`src/rtl/hpdcache_sram_wmask_1rw_ctrl_pkg.sv`:
```
// Purpose: shared types and constants for the single-port SRAM controller.
//   state_t   : sequencer states (START -> INIT -> RUN)
//   port_id_t : index of one of the NPORTS requesters
package hpdcache_sram_ctrl_pkg;

  localparam int NPORTS = 2;

  typedef logic [0:0] port_id_t;

  typedef enum logic [1:0] {
    START = 2'd0,
    INIT  = 2'd1,
    RUN   = 2'd2
  } state_t;

endpackage

```
`src/rtl/hpdcache_sram_wmask_1rw_ctrl_if.sv`:
```
// Purpose: request/response bus between the requesters and the controller.
//   req_valid/req_ready : per-port request handshake
//   req_we/addr/wdata/wmask : per-port access descriptor
//   rsp_valid/rsp_ready : per-port read response handshake
//   rsp_rdata           : read data shared by both ports
// The controller takes the slave modport, the requesters the master modport.
interface hpdcache_sram_wmask_1rw_ctrl_if
  import hpdcache_sram_ctrl_pkg::*;
#(
  parameter int ADDR_SIZE = 6,
  parameter int DATA_SIZE = 64
);

  logic [NPORTS-1:0]                req_valid;
  logic [NPORTS-1:0]                req_ready;
  logic [NPORTS-1:0]                req_we;
  logic [NPORTS-1:0][ADDR_SIZE-1:0] req_addr;
  logic [NPORTS-1:0][DATA_SIZE-1:0] req_wdata;
  logic [NPORTS-1:0][DATA_SIZE-1:0] req_wmask;
  logic [NPORTS-1:0]                rsp_valid;
  logic [NPORTS-1:0]                rsp_ready;
  logic [DATA_SIZE-1:0]             rsp_rdata;

  modport slave (
    input  req_valid, req_we, req_addr, req_wdata, req_wmask, rsp_ready,
    output req_ready, rsp_valid, rsp_rdata
  );

  modport master (
    output req_valid, req_we, req_addr, req_wdata, req_wmask, rsp_ready,
    input  req_ready, rsp_valid, rsp_rdata
  );

endinterface

```
`src/rtl/hpdcache_sram_wmask_1rw_ctrl_arb.sv`:
```
// Purpose: 2-input round-robin arbiter.
//   req_i    : request vector
//   en_i     : grants are only issued while enabled
//   gnt_o    : one-hot grant (or zero)
//   gnt_id_o : index of the granted input
// A lone requester always wins; on contention the pointer decides, and after
// any grant the pointer moves to the other input.
module hpdcache_rr_arb2
  import hpdcache_sram_ctrl_pkg::*;
(
  input  logic              clk_i,
  input  logic              rst_ni,
  input  logic [NPORTS-1:0] req_i,
  input  logic              en_i,
  output logic [NPORTS-1:0] gnt_o,
  output port_id_t          gnt_id_o
);

  port_id_t r_rr_ptr;

  always_comb begin
    gnt_o    = '0;
    gnt_id_o = '0;
    if (en_i) begin
      case (req_i)
        2'b01:   begin gnt_o = 2'b01; gnt_id_o = 1'b0; end
        2'b10:   begin gnt_o = 2'b10; gnt_id_o = 1'b1; end
        2'b11:   begin gnt_o = NPORTS'(1) << r_rr_ptr; gnt_id_o = r_rr_ptr; end
        default: begin gnt_o = '0; gnt_id_o = '0; end
      endcase
    end
  end

  always_ff @(posedge clk_i or negedge rst_ni) begin
    if (!rst_ni) begin
      r_rr_ptr <= '0;
    end else if (|gnt_o) begin
      r_rr_ptr <= ~gnt_id_o;
    end
  end

endmodule

```
`src/rtl/hpdcache_sram_wmask_1rw_ctrl.sv`:
```
// Purpose: sequencer + 2-port arbiter in front of one wmask 1RW SRAM macro.
//   clk_i/rst_ni  : clock, asynchronous active-low reset
//   init_done_o   : array zero-filled, requests accepted
//   bus (slave)   : per-port request/response handshake, shared rdata
//   sram_*_o      : macro controls, driven combinationally from the grant
//   sram_rdata_i  : macro read data (one cycle after cs)
// After reset the array is zero-filled (optional), then the RW port is shared
// round-robin. Read data is passed through unregistered, so new accesses are
// held off while a read response is outstanding and not being accepted.
module hpdcache_sram_wmask_1rw_ctrl
  import hpdcache_sram_ctrl_pkg::*;
#(
  parameter int ADDR_SIZE   = 6,
  parameter int DATA_SIZE   = 64,
  parameter int DEPTH       = 2**ADDR_SIZE,
  parameter int INIT_ENABLE = 1
) (
  input  logic                           clk_i,
  input  logic                           rst_ni,
  output logic                           init_done_o,
  hpdcache_sram_wmask_1rw_ctrl_if.slave  bus,
  output logic                           sram_cs_o,
  output logic                           sram_we_o,
  output logic [ADDR_SIZE-1:0]           sram_addr_o,
  output logic [DATA_SIZE-1:0]           sram_wdata_o,
  output logic [DATA_SIZE-1:0]           sram_wmask_o,
  input  logic [DATA_SIZE-1:0]           sram_rdata_i
);

  state_t               r_state, w_state_nxt;
  logic [ADDR_SIZE-1:0] r_init_cnt;
  logic                 r_init_done;
  logic                 r_pending;
  port_id_t             r_pend_id;

  logic                 w_stall;
  logic                 w_arb_en;
  logic [NPORTS-1:0]    w_gnt;
  port_id_t             w_gnt_id;
  logic                 w_gnt_any;
  logic                 w_gnt_we;

  // The macro rdata changes on every cs, so an unconsumed response blocks
  // further accesses. In the accepting cycle a new grant is allowed.
  assign w_stall   = r_pending & ~bus.rsp_ready[r_pend_id];
  assign w_arb_en  = (r_state == RUN) & ~w_stall;
  assign w_gnt_any = |w_gnt;
  assign w_gnt_we  = bus.req_we[w_gnt_id];

  hpdcache_rr_arb2 u_arb (
    .clk_i    (clk_i),
    .rst_ni   (rst_ni),
    .req_i    (bus.req_valid),
    .en_i     (w_arb_en),
    .gnt_o    (w_gnt),
    .gnt_id_o (w_gnt_id)
  );

  assign bus.req_ready = w_gnt;
  assign bus.rsp_valid = r_pending ? (NPORTS'(1) << r_pend_id) : '0;
  assign bus.rsp_rdata = sram_rdata_i;
  assign init_done_o   = r_init_done;

  always_ff @(posedge clk_i or negedge rst_ni) begin
    if (!rst_ni) begin
      r_state <= START;
    end else begin
      r_state <= w_state_nxt;
    end
  end

  always_comb begin
    w_state_nxt  = r_state;
    sram_cs_o    = 1'b0;
    sram_we_o    = 1'b0;
    sram_addr_o  = '0;
    sram_wdata_o = '0;
    sram_wmask_o = '0;
    case (r_state)
      START: begin
        w_state_nxt = (INIT_ENABLE != 0) ? INIT : RUN;
      end
      INIT: begin
        sram_cs_o    = 1'b1;
        sram_we_o    = 1'b1;
        sram_addr_o  = r_init_cnt;
        sram_wmask_o = '1;
        if (r_init_cnt == ADDR_SIZE'(DEPTH - 1)) begin
          w_state_nxt = RUN;
        end
      end
      RUN: begin
        if (w_gnt_any) begin
          sram_cs_o    = 1'b1;
          sram_we_o    = w_gnt_we;
          sram_addr_o  = bus.req_addr[w_gnt_id];
          sram_wdata_o = bus.req_wdata[w_gnt_id];
          sram_wmask_o = bus.req_wmask[w_gnt_id];
        end
      end
      default: begin
        w_state_nxt = START;
      end
    endcase
  end

  always_ff @(posedge clk_i or negedge rst_ni) begin
    if (!rst_ni) begin
      r_init_cnt  <= '0;
      r_init_done <= 1'b0;
      r_pending   <= 1'b0;
      r_pend_id   <= '0;
    end else begin
      if (r_state == INIT) begin
        r_init_cnt <= r_init_cnt + ADDR_SIZE'(1);
      end
      // Registered so it rises together with the first RUN cycle.
      if (w_state_nxt == RUN) begin
        r_init_done <= 1'b1;
      end
      // A grant always supersedes the response being accepted this cycle.
      if (w_gnt_any) begin
        r_pending <= ~w_gnt_we;
        r_pend_id <= w_gnt_id;
      end else if (r_pending && bus.rsp_ready[r_pend_id]) begin
        r_pending <= 1'b0;
      end
    end
  end

endmodule

```
`src/flat_wrapper.sv`:
```
// flat-port wrapper written by rule: the top's interface ports become plain ports
module hpdcache_sram_wmask_1rw_ctrl_flat import hpdcache_sram_ctrl_pkg::*;
#(
  parameter int ADDR_SIZE   = 6,
  parameter int DATA_SIZE   = 64,
  parameter int DEPTH       = 2**ADDR_SIZE,
  parameter int INIT_ENABLE = 1
)
  (clk_i, rst_ni, init_done_o, sram_cs_o, sram_we_o, sram_addr_o, sram_wdata_o, sram_wmask_o, sram_rdata_i, bus_req_valid, bus_req_we, bus_req_addr, bus_req_wdata, bus_req_wmask, bus_rsp_ready, bus_req_ready, bus_rsp_valid, bus_rsp_rdata);
  hpdcache_sram_wmask_1rw_ctrl_if #(.ADDR_SIZE(ADDR_SIZE), .DATA_SIZE(DATA_SIZE)) bus_i ();
  input  logic clk_i;
  input  logic rst_ni;
  output logic init_done_o;
  output logic sram_cs_o;
  output logic sram_we_o;
  output logic [ADDR_SIZE-1:0] sram_addr_o;
  output logic [DATA_SIZE-1:0] sram_wdata_o;
  output logic [DATA_SIZE-1:0] sram_wmask_o;
  input  logic [DATA_SIZE-1:0] sram_rdata_i;
  input wire logic [$bits(bus_i.req_valid)-1:0] bus_req_valid;
  input wire logic [$bits(bus_i.req_we)-1:0] bus_req_we;
  input wire logic [$bits(bus_i.req_addr)-1:0] bus_req_addr;
  input wire logic [$bits(bus_i.req_wdata)-1:0] bus_req_wdata;
  input wire logic [$bits(bus_i.req_wmask)-1:0] bus_req_wmask;
  input wire logic [$bits(bus_i.rsp_ready)-1:0] bus_rsp_ready;
  output wire logic [$bits(bus_i.req_ready)-1:0] bus_req_ready;
  output wire logic [$bits(bus_i.rsp_valid)-1:0] bus_rsp_valid;
  output wire logic [$bits(bus_i.rsp_rdata)-1:0] bus_rsp_rdata;
  assign bus_i.req_valid = bus_req_valid;
  assign bus_i.req_we = bus_req_we;
  assign bus_i.req_addr = bus_req_addr;
  assign bus_i.req_wdata = bus_req_wdata;
  assign bus_i.req_wmask = bus_req_wmask;
  assign bus_i.rsp_ready = bus_rsp_ready;
  assign bus_req_ready = bus_i.req_ready;
  assign bus_rsp_valid = bus_i.rsp_valid;
  assign bus_rsp_rdata = bus_i.rsp_rdata;
  hpdcache_sram_wmask_1rw_ctrl #(.ADDR_SIZE(ADDR_SIZE), .DATA_SIZE(DATA_SIZE), .DEPTH(DEPTH), .INIT_ENABLE(INIT_ENABLE)) u_core (.clk_i(clk_i), .rst_ni(rst_ni), .init_done_o(init_done_o), .bus(bus_i), .sram_cs_o(sram_cs_o), .sram_we_o(sram_we_o), .sram_addr_o(sram_addr_o), .sram_wdata_o(sram_wdata_o), .sram_wmask_o(sram_wmask_o), .sram_rdata_i(sram_rdata_i));
endmodule
```
`config.mk`:
```
export PLATFORM = sky130hd
export DESIGN_NAME = hpdcache_sram_wmask_1rw_ctrl_flat
export DESIGN_NICKNAME = d
export VERILOG_FILES = /design/src/rtl/hpdcache_sram_wmask_1rw_ctrl_pkg.sv /design/src/rtl/hpdcache_sram_wmask_1rw_ctrl_if.sv /design/src/rtl/hpdcache_sram_wmask_1rw_ctrl_arb.sv /design/src/rtl/hpdcache_sram_wmask_1rw_ctrl.sv /design/src/flat_wrapper.sv
export SDC_FILE = /design/constraint.sdc
export NUM_CORES = 1
export LEC_CHECK = 0
export ABC_AREA = 1
export CORE_AREA = 2 2 214 216
export DETAILED_ROUTE_END_ITERATION = 8
export DIE_AREA = 0 0 216 218
export PLACE_DENSITY = 0.46
export SYNTH_ARGS = -nofsm -noshare
export SYNTH_HDL_FRONTEND = slang
export SYNTH_HIERARCHICAL = 1
export SYNTH_SLANG_ARGS = --single-unit
```
`constraint.sdc`:
```
create_clock -name clk_i -period 2.6 [get_ports clk_i]
set_input_delay 0.39 -clock clk_i [delete_from_list [all_inputs] [get_ports clk_i]]
set_output_delay 0.39 -clock clk_i [all_outputs]
set_load 0.005 [all_outputs]
```
## Word-level counts from Yosys, hierarchy flattened

Index checks and enable logic that the tools add are counted.

| cells by class | value |
|---|---|
| equality and inequality tests | 7 |
| shift operators | 2 |
| reduce and logical (&&, ||, !) cells | 4 |
| $lt $le $gt $ge | 2 |
| $add $sub $neg | 1 |
| bitwise logic cells | 6 |
| muxes and demuxes | 29 |

Operators by type and width:

| kind | number |
|---|---|
| 64-bit 2-to-1 mux | 7 |
| 64-bit one-hot mux with 2 select lines | 1 |
| 6-bit 2-to-1 mux | 3 |
| 2-bit one-hot mux with 3 select lines | 2 |
| 6-bit one-hot mux with 2 select lines | 1 |
| 1-bit 2-to-1 mux | 9 |
| 2-bit equality test, second input constant | 4 |
| 6-bit by 1-bit adder with 6-bit output, second input constant | 1 |
| 6-bit equality test, second input constant | 1 |
| 2-bit 2-to-1 mux | 3 |
| 1-bit one-hot mux with 2 select lines | 3 |
| 2-bit by 1-bit equality test with 1-bit output, second input constant | 2 |
| 1-bit by 2-bit less-than comparator with 1-bit output, second input constant | 2 |
| 1-bit NOT | 4 |
| 1-bit by 1-bit left shift with 2-bit output, first input constant | 2 |
| 1-bit AND | 2 |
| 2-bit logical NOT | 1 |
| 2-bit nonzero test | 1 |
| 2-bit OR reduction | 1 |
| 1-bit logical AND | 1 |

| word-level totals | value |
|---|---|
| word-level logic and storage cells | 57 |
| input bits | 340 |
| flip-flop bits (word level) | 12 |
| output and inout bits | 205 |

## Depth between registers and ports, before layout

Gate-level depths: netlist (run 1).

| logic depth | value |
|---|---|
| depth in word-level cells | 11 |
| depth in mapped cells | 16 |

## Hierarchy

Netlist (run 1), hierarchy kept.

By module, submodules not included:

| module | area each (µm²) | cells an instance | times used | seq. area each (µm²) |
|---|---|---|---|---|
| hpdcache_sram_wmask_1rw_ctrl | 3585.9 | 736 | 1 | 275.3 |
| hpdcache_rr_arb2 | 76.3 | 13 | 1 | 25.0 |

## Worst setup path before layout (run 1)

Ideal clock, no wire load.

| timing | value |
|---|---|
| path kind | reg2out |
| start point | reg u_core.r_state[0] |
| end point | out sram_wmask_o[0] |
| setup slack | 298 ps |
| arrival time | 1912 ps |
| stages on the path, launching flop included | 13 |
| cell sequence | dfrtp_1 inv_1 ha_1 inv_2 nor2_1 nand2_1 a21oi_1 nor2_4 nor2_4 o21ai_2 buf_4 buf_6 a21oi_1 |

| on the way | value |
|---|---|
| elaborated cells on any way between the ends | 10 |
| those cells by class | eq/ne (2); mux (6); bitwise (1); reduce/logical (1) |

RTL lines:

| item | line | source |
|---|---|---|
| start: declaration | hpdcache_sram_wmask_1rw_ctrl.sv:30 | `state_t r_state, w_state_nxt;` |
| start signal: assignment | hpdcache_sram_wmask_1rw_ctrl.sv:68 | `r_state <= w_state_nxt;` |
| 2-bit equality test | hpdcache_sram_wmask_1rw_ctrl.sv:46 | `assign w_arb_en = (r_state == RUN) & ~w_stall;` |
| 1-bit AND | hpdcache_sram_wmask_1rw_ctrl.sv:46 |  |
| net u_core.w_arb_en | hpdcache_sram_wmask_1rw_ctrl.sv:37 | `logic w_arb_en;` |
| 2-bit 2-to-1 mux | hpdcache_sram_wmask_1rw_ctrl_arb.sv:24 | `if (en_i) begin` |
| net bus_req_ready[0] | flat_wrapper.sv:26 | `output wire logic [$bits(bus_i.req_ready)-1:0] bus_req_ready;` |
| 2-bit OR reduction | hpdcache_sram_wmask_1rw_ctrl.sv:47 | `assign w_gnt_any = \|w_gnt;` |
| 64-bit 2-to-1 mux | hpdcache_sram_wmask_1rw_ctrl.sv:93 | `if (w_gnt_any) begin` |
| 64-bit one-hot mux with 2 select lines | hpdcache_sram_wmask_1rw_ctrl.sv:79 | `case (r_state)` |
| end: declaration | flat_wrapper.sv:18 | `output logic [DATA_SIZE-1:0] sram_wmask_o;` |

The timed path passes the listed nets, and every way through them passes these cells. The select of a mux whose other input is x is not followed.

## Worst setup path after layout (run 1)

| timing | value |
|---|---|
| start point | reg u_core.r_state[0] |
| end point | out sram_wdata_o[30] |

| on the way | value |
|---|---|
| word-level cells in the longest chain between the ends | 7 |
| elaborated cells on any way between the ends | 9 |
| those cells by class | eq/ne (1); mux (6); bitwise (1); reduce/logical (1) |

Ends and longest elaborated chain:

| item | line | source |
|---|---|---|
| 2-bit equality test | hpdcache_sram_wmask_1rw_ctrl.sv:46 |  |
| 1-bit AND | hpdcache_sram_wmask_1rw_ctrl.sv:46 |  |
| net u_core.w_arb_en | hpdcache_sram_wmask_1rw_ctrl.sv:37 |  |
| 1-bit 2-to-1 mux | hpdcache_sram_wmask_1rw_ctrl_arb.sv:24 |  |
| net u_core.w_gnt_id | hpdcache_sram_wmask_1rw_ctrl.sv:39 | `port_id_t w_gnt_id;` |
| 64-bit 2-to-1 mux (not written as such) (2 in a row) | hpdcache_sram_wmask_1rw_ctrl.sv:97 | `sram_wdata_o = bus.req_wdata[w_gnt_id];` |
| 64-bit 2-to-1 mux | hpdcache_sram_wmask_1rw_ctrl.sv:93 |  |
| 64-bit 2-to-1 mux | hpdcache_sram_wmask_1rw_ctrl.sv:79 |  |
| end: declaration | flat_wrapper.sv:17 | `output logic [DATA_SIZE-1:0] sram_wdata_o;` |

The timed path passes the listed nets, and every way through them passes these cells. The select of a mux whose other input is x is not followed.

==> results.md, run 1 <==
- CP endpoint kind: output port
- Switching component of the power: 213 µW
- Worst slew pin tran: 0.583 ns
- Die ar.: 0.0471 mm²
- Tmin final: 2.78 ns
- Max IR drop VDD: 0.000232 V
- Worst r2r src: u_core/r_state[0]
- Most frequent cells in the layout: 278 x clkdlybuf4s50_1, 272 x nand2_1, 90 x buf_2
- Row Count: 78
- Clock sink count: 12
- Worst Skew: 0.00349 ns
- Register bit total from synthesis: 12
- Worst EP required: 2.21 ns
- Vias: 6503
- Final Setup Violations: 106
- Setup tns final: -7.77 ns
- Ys async rst share: 100%
- Total Power: 994 µW
- DRC: 0
- CP peak stage delay: 0.39 ns
- # fillers: 5007
- Die H: 218 µm
- Reg2Reg Capture Point: u_core/u_arb/r_rr_ptr
- Iteration-0 DRC Markers: 167
- CP startpoint: u_core/r_state[0]
- Logic pwr share: 53.3%
- Mapped Cells: 749
- Leak: 0.00505 µW
- Fin nets: 1583
- CTS root buf: clkbuf_16
- Slew Viols, Final: 0
- Mapped Area: 0.00366 mm²
- Layout cells sized above 1: 42.5%
- TritonCTS clock tree: yes
- Final WS setup: -0.181 ns
- Number of hold buffers added after CTS: 0
- Share of total power in the clock network: 27.5%
- Rel. slew slack: 61.0%
- Ys flop type: dfrtp_1
- Post-synth EDFFs: 0
- Max FO, Critical Path: 8
- Top Family by Delay on Critical Path: buffers and inverters
- Remaining Overflow, GRT: 0
- Clk_lat worst skew: 0.24 ns
- Total Routing Usage GR: 10.3%
- Netlist cell types: 22
- Worst-path clk slew: 0.04 ns
- DR WL/cell: 15.2 µm
- Failing checks: negative setup slack
- Int Pwr: 781 µW
- R2r worst-path depth: 22
- Floorplan core area: 0.0449 mm²
- Synth area leaders: nand2_1 38%, a21oi_1 18%, buf_4 13%
- Post-synth top area share: 38.0%
- Largest net degree at the start of global routing: 56
- Mean post-synth cell area: 4.89 µm²
- Post-Route WL: 27800 µm
- Initial Util: 8.16%
- Diode count: 0
- Synth area leader: nand2_1
- WP depth: 19
- CP bufs+invs: 12
- Seq/Total Area, Yosys: 8.20%
- Final Cycle Share: 107%
- Worst-path cell with the longest stage delay: dfrtp_1
- Crit path kind: reg -> out
- Final hold violation count: 0
- Commonest non-fill, non-tap cell in the layout: clkdlybuf4s50_1
- Initial antenna violation count: 0
- Achievable frequency: 360 MHz
- Crit path DAT: 2.39 ns
- Routed vias/inst: 3.54
- Routed Antenna Nets: 0
- Dpl hpwl: 18600 µm
- RSZ-0062 raised after global routing: yes
- Run status: complete, but fails checks
- CP Cell Sequence: inv_2 -> ha_4 -> inv_4 -> nor2_4 -> nand2_1 -> inv_1 -> nand2_2 -> buf_12 -> inv_16 -> clkinv_16 -> buf_12 -> buf_12 -> buf_6 -> buf_8 -> nand2_1 -> nand2_1 -> nand2_2 -> inv_1 -> buf_2
- GPL Wtd Cong: 0.791
- Hold/Removal Path Class: reg -> reg
- Reg2reg setup slack: 0.11 ns
- Number of global-route vias before repair: 6596
- H-tree levels: 1
- Sequential Power Share: 19.2%
- I/O pin total: 545
- Chip Width: 216 µm
- Worst Setup EP: sram_wdata_o[30]
- Global-route wire length before repair: 37500 µm
- DRT Pass-1 Iters: 4
- Synth warn: 6
- Area delta synth->final: 191%
- Mapped Nets: 1094
- Min Hold Slack: 0.473 ns
- TritonCTS Buffers: 3
- Power per Cell Area: 93.1 mW/mm²
- Port Buffers: 416
- CP Launch Type: flip-flop
- DP Area: 0.00847 mm²
- Sw frac: 21.4%
- Max cap viols: 0
- Finished Cell Area: 0.0107 mm²
- Clk buf depth: 2
registers in the layout, indices dropped and copies added, names as in the netlist:
register / cells
u_core/u_arb/r_rr_ptr: 1
u_core/r_pend_id: 1
u_core/r_init_cnt: 6
u_core/r_state: 2
u_core/r_pending: 1
u_core/init_done_o: 1
stage by stage:
stage	setup slack, ns	utilization, %	instances
global placement	-0.841	18.9	1715
CTS	-0.358	21.5	1802
floorplan	0.298	-	749
detailed placement	-0.844	18.9	1715
finish	-0.181	23.8	1836
global route	-0.304	23.8	1836
power groups by stage:
| stage | logic, µW | registers (µW) | clock network (µW) |
|---|---|---|---|
| after floorplan | 126 | 192 | 0 |
| after global placement | 488 | 193 | 0 |
| after detailed placement | 488 | 193 | 0 |
| after CTS | 495 | 190 | 279 |
| after global routing | 562 | 190 | 290 |
| final | 530 | 190 | 273 |
final cells by class:
cell class / count / area (µm²) / area share, %
Sequential cell: 12 / 300 / 2.81
Multi-Input combinational cell: 536 / 3080 / 28.9
Inverter: 86 / 370 / 3.47
Clock buffer: 3 / 75.1 / 0.704
Timing Repair Buffer: 599 / 6090 / 57.1
Tap cell: 600 / 751 / 7.04
repair_timing:
item	in CTS	in global routing
gates resized for setup	541	382
endpoints found under the setup margin	136	137
gates cloned	15	8
setup buffers	69	46
pin swaps	10	58
kinds of logic after synthesis:
| family | count (synthesis) | synth area share [%] |
|---|---|---|
| xor+xnor | 5 | 1.20 |
| compound gates | 140 | 19.3 |
| buf+inv | 201 | 29.2 |
| mux | 1 | 0.307 |
| flops | 12 | 8.20 |
| fa+ha+maj | 5 | 1.71 |
| simple gates | 385 | 40.1 |
cell usage after synthesis (5+ instances only):
| cell | instances |
|---|---|
| buf_2 | 25 |
| buf_6 | 5 |
| dfrtp_1 | 12 |
| buf_4 | 65 |
| nor2_1 | 7 |
| a21oi_1 | 135 |
| inv_1 | 83 |
| clkbuf_1 | 8 |
| buf_1 | 12 |
| ha_1 | 5 |
| xor2_1 | 5 |
| nand2_1 | 371 |
per-layer routing:
layer	up-vias	part of all wire, %	GRT usage [%]
met5	-	0	0
met4	0	6.7	5.98
met3	81	8.8	2.43
met2	362	49	18.9
met1	2871	35	10.6
li1	3189	-	-
tightest hold or removal path, stage by stage (launching register included):
cell	delay [ns]
dfrtp_1	0.35
inv_1	0.04
nand2_1	0.05
worst min-delay path by stage:
| stage | startpoint | endpoint | slack, ns | cells past startpoint |
|---|---|---|---|---|
| 3_5_place_dp | u_core/init_done_o | u_core/init_done_o | 0.47 | 2 |
| 4_1_cts | u_core/init_done_o | u_core/init_done_o | 0.49 | 2 |
| 5_1_grt | u_core/init_done_o | u_core/init_done_o | 0.52 | 2 |
| 2_1_floorplan | rst_ni | u_core/init_done_o | 0.09 | 0 |
| 3_3_place_gp | u_core/init_done_o | u_core/init_done_o | 0.47 | 2 |
| 6_report | u_core/init_done_o | u_core/init_done_o | 0.47 | 2 |
Power figures use the tool's default switching activity.
==> run 2: changes to the inputs <==
HOLD_SLACK_MARGIN = 0.1   (was not set)
==> results of run 2 <==
No change in the layout: final DEF, timing and power equal those of run 1.
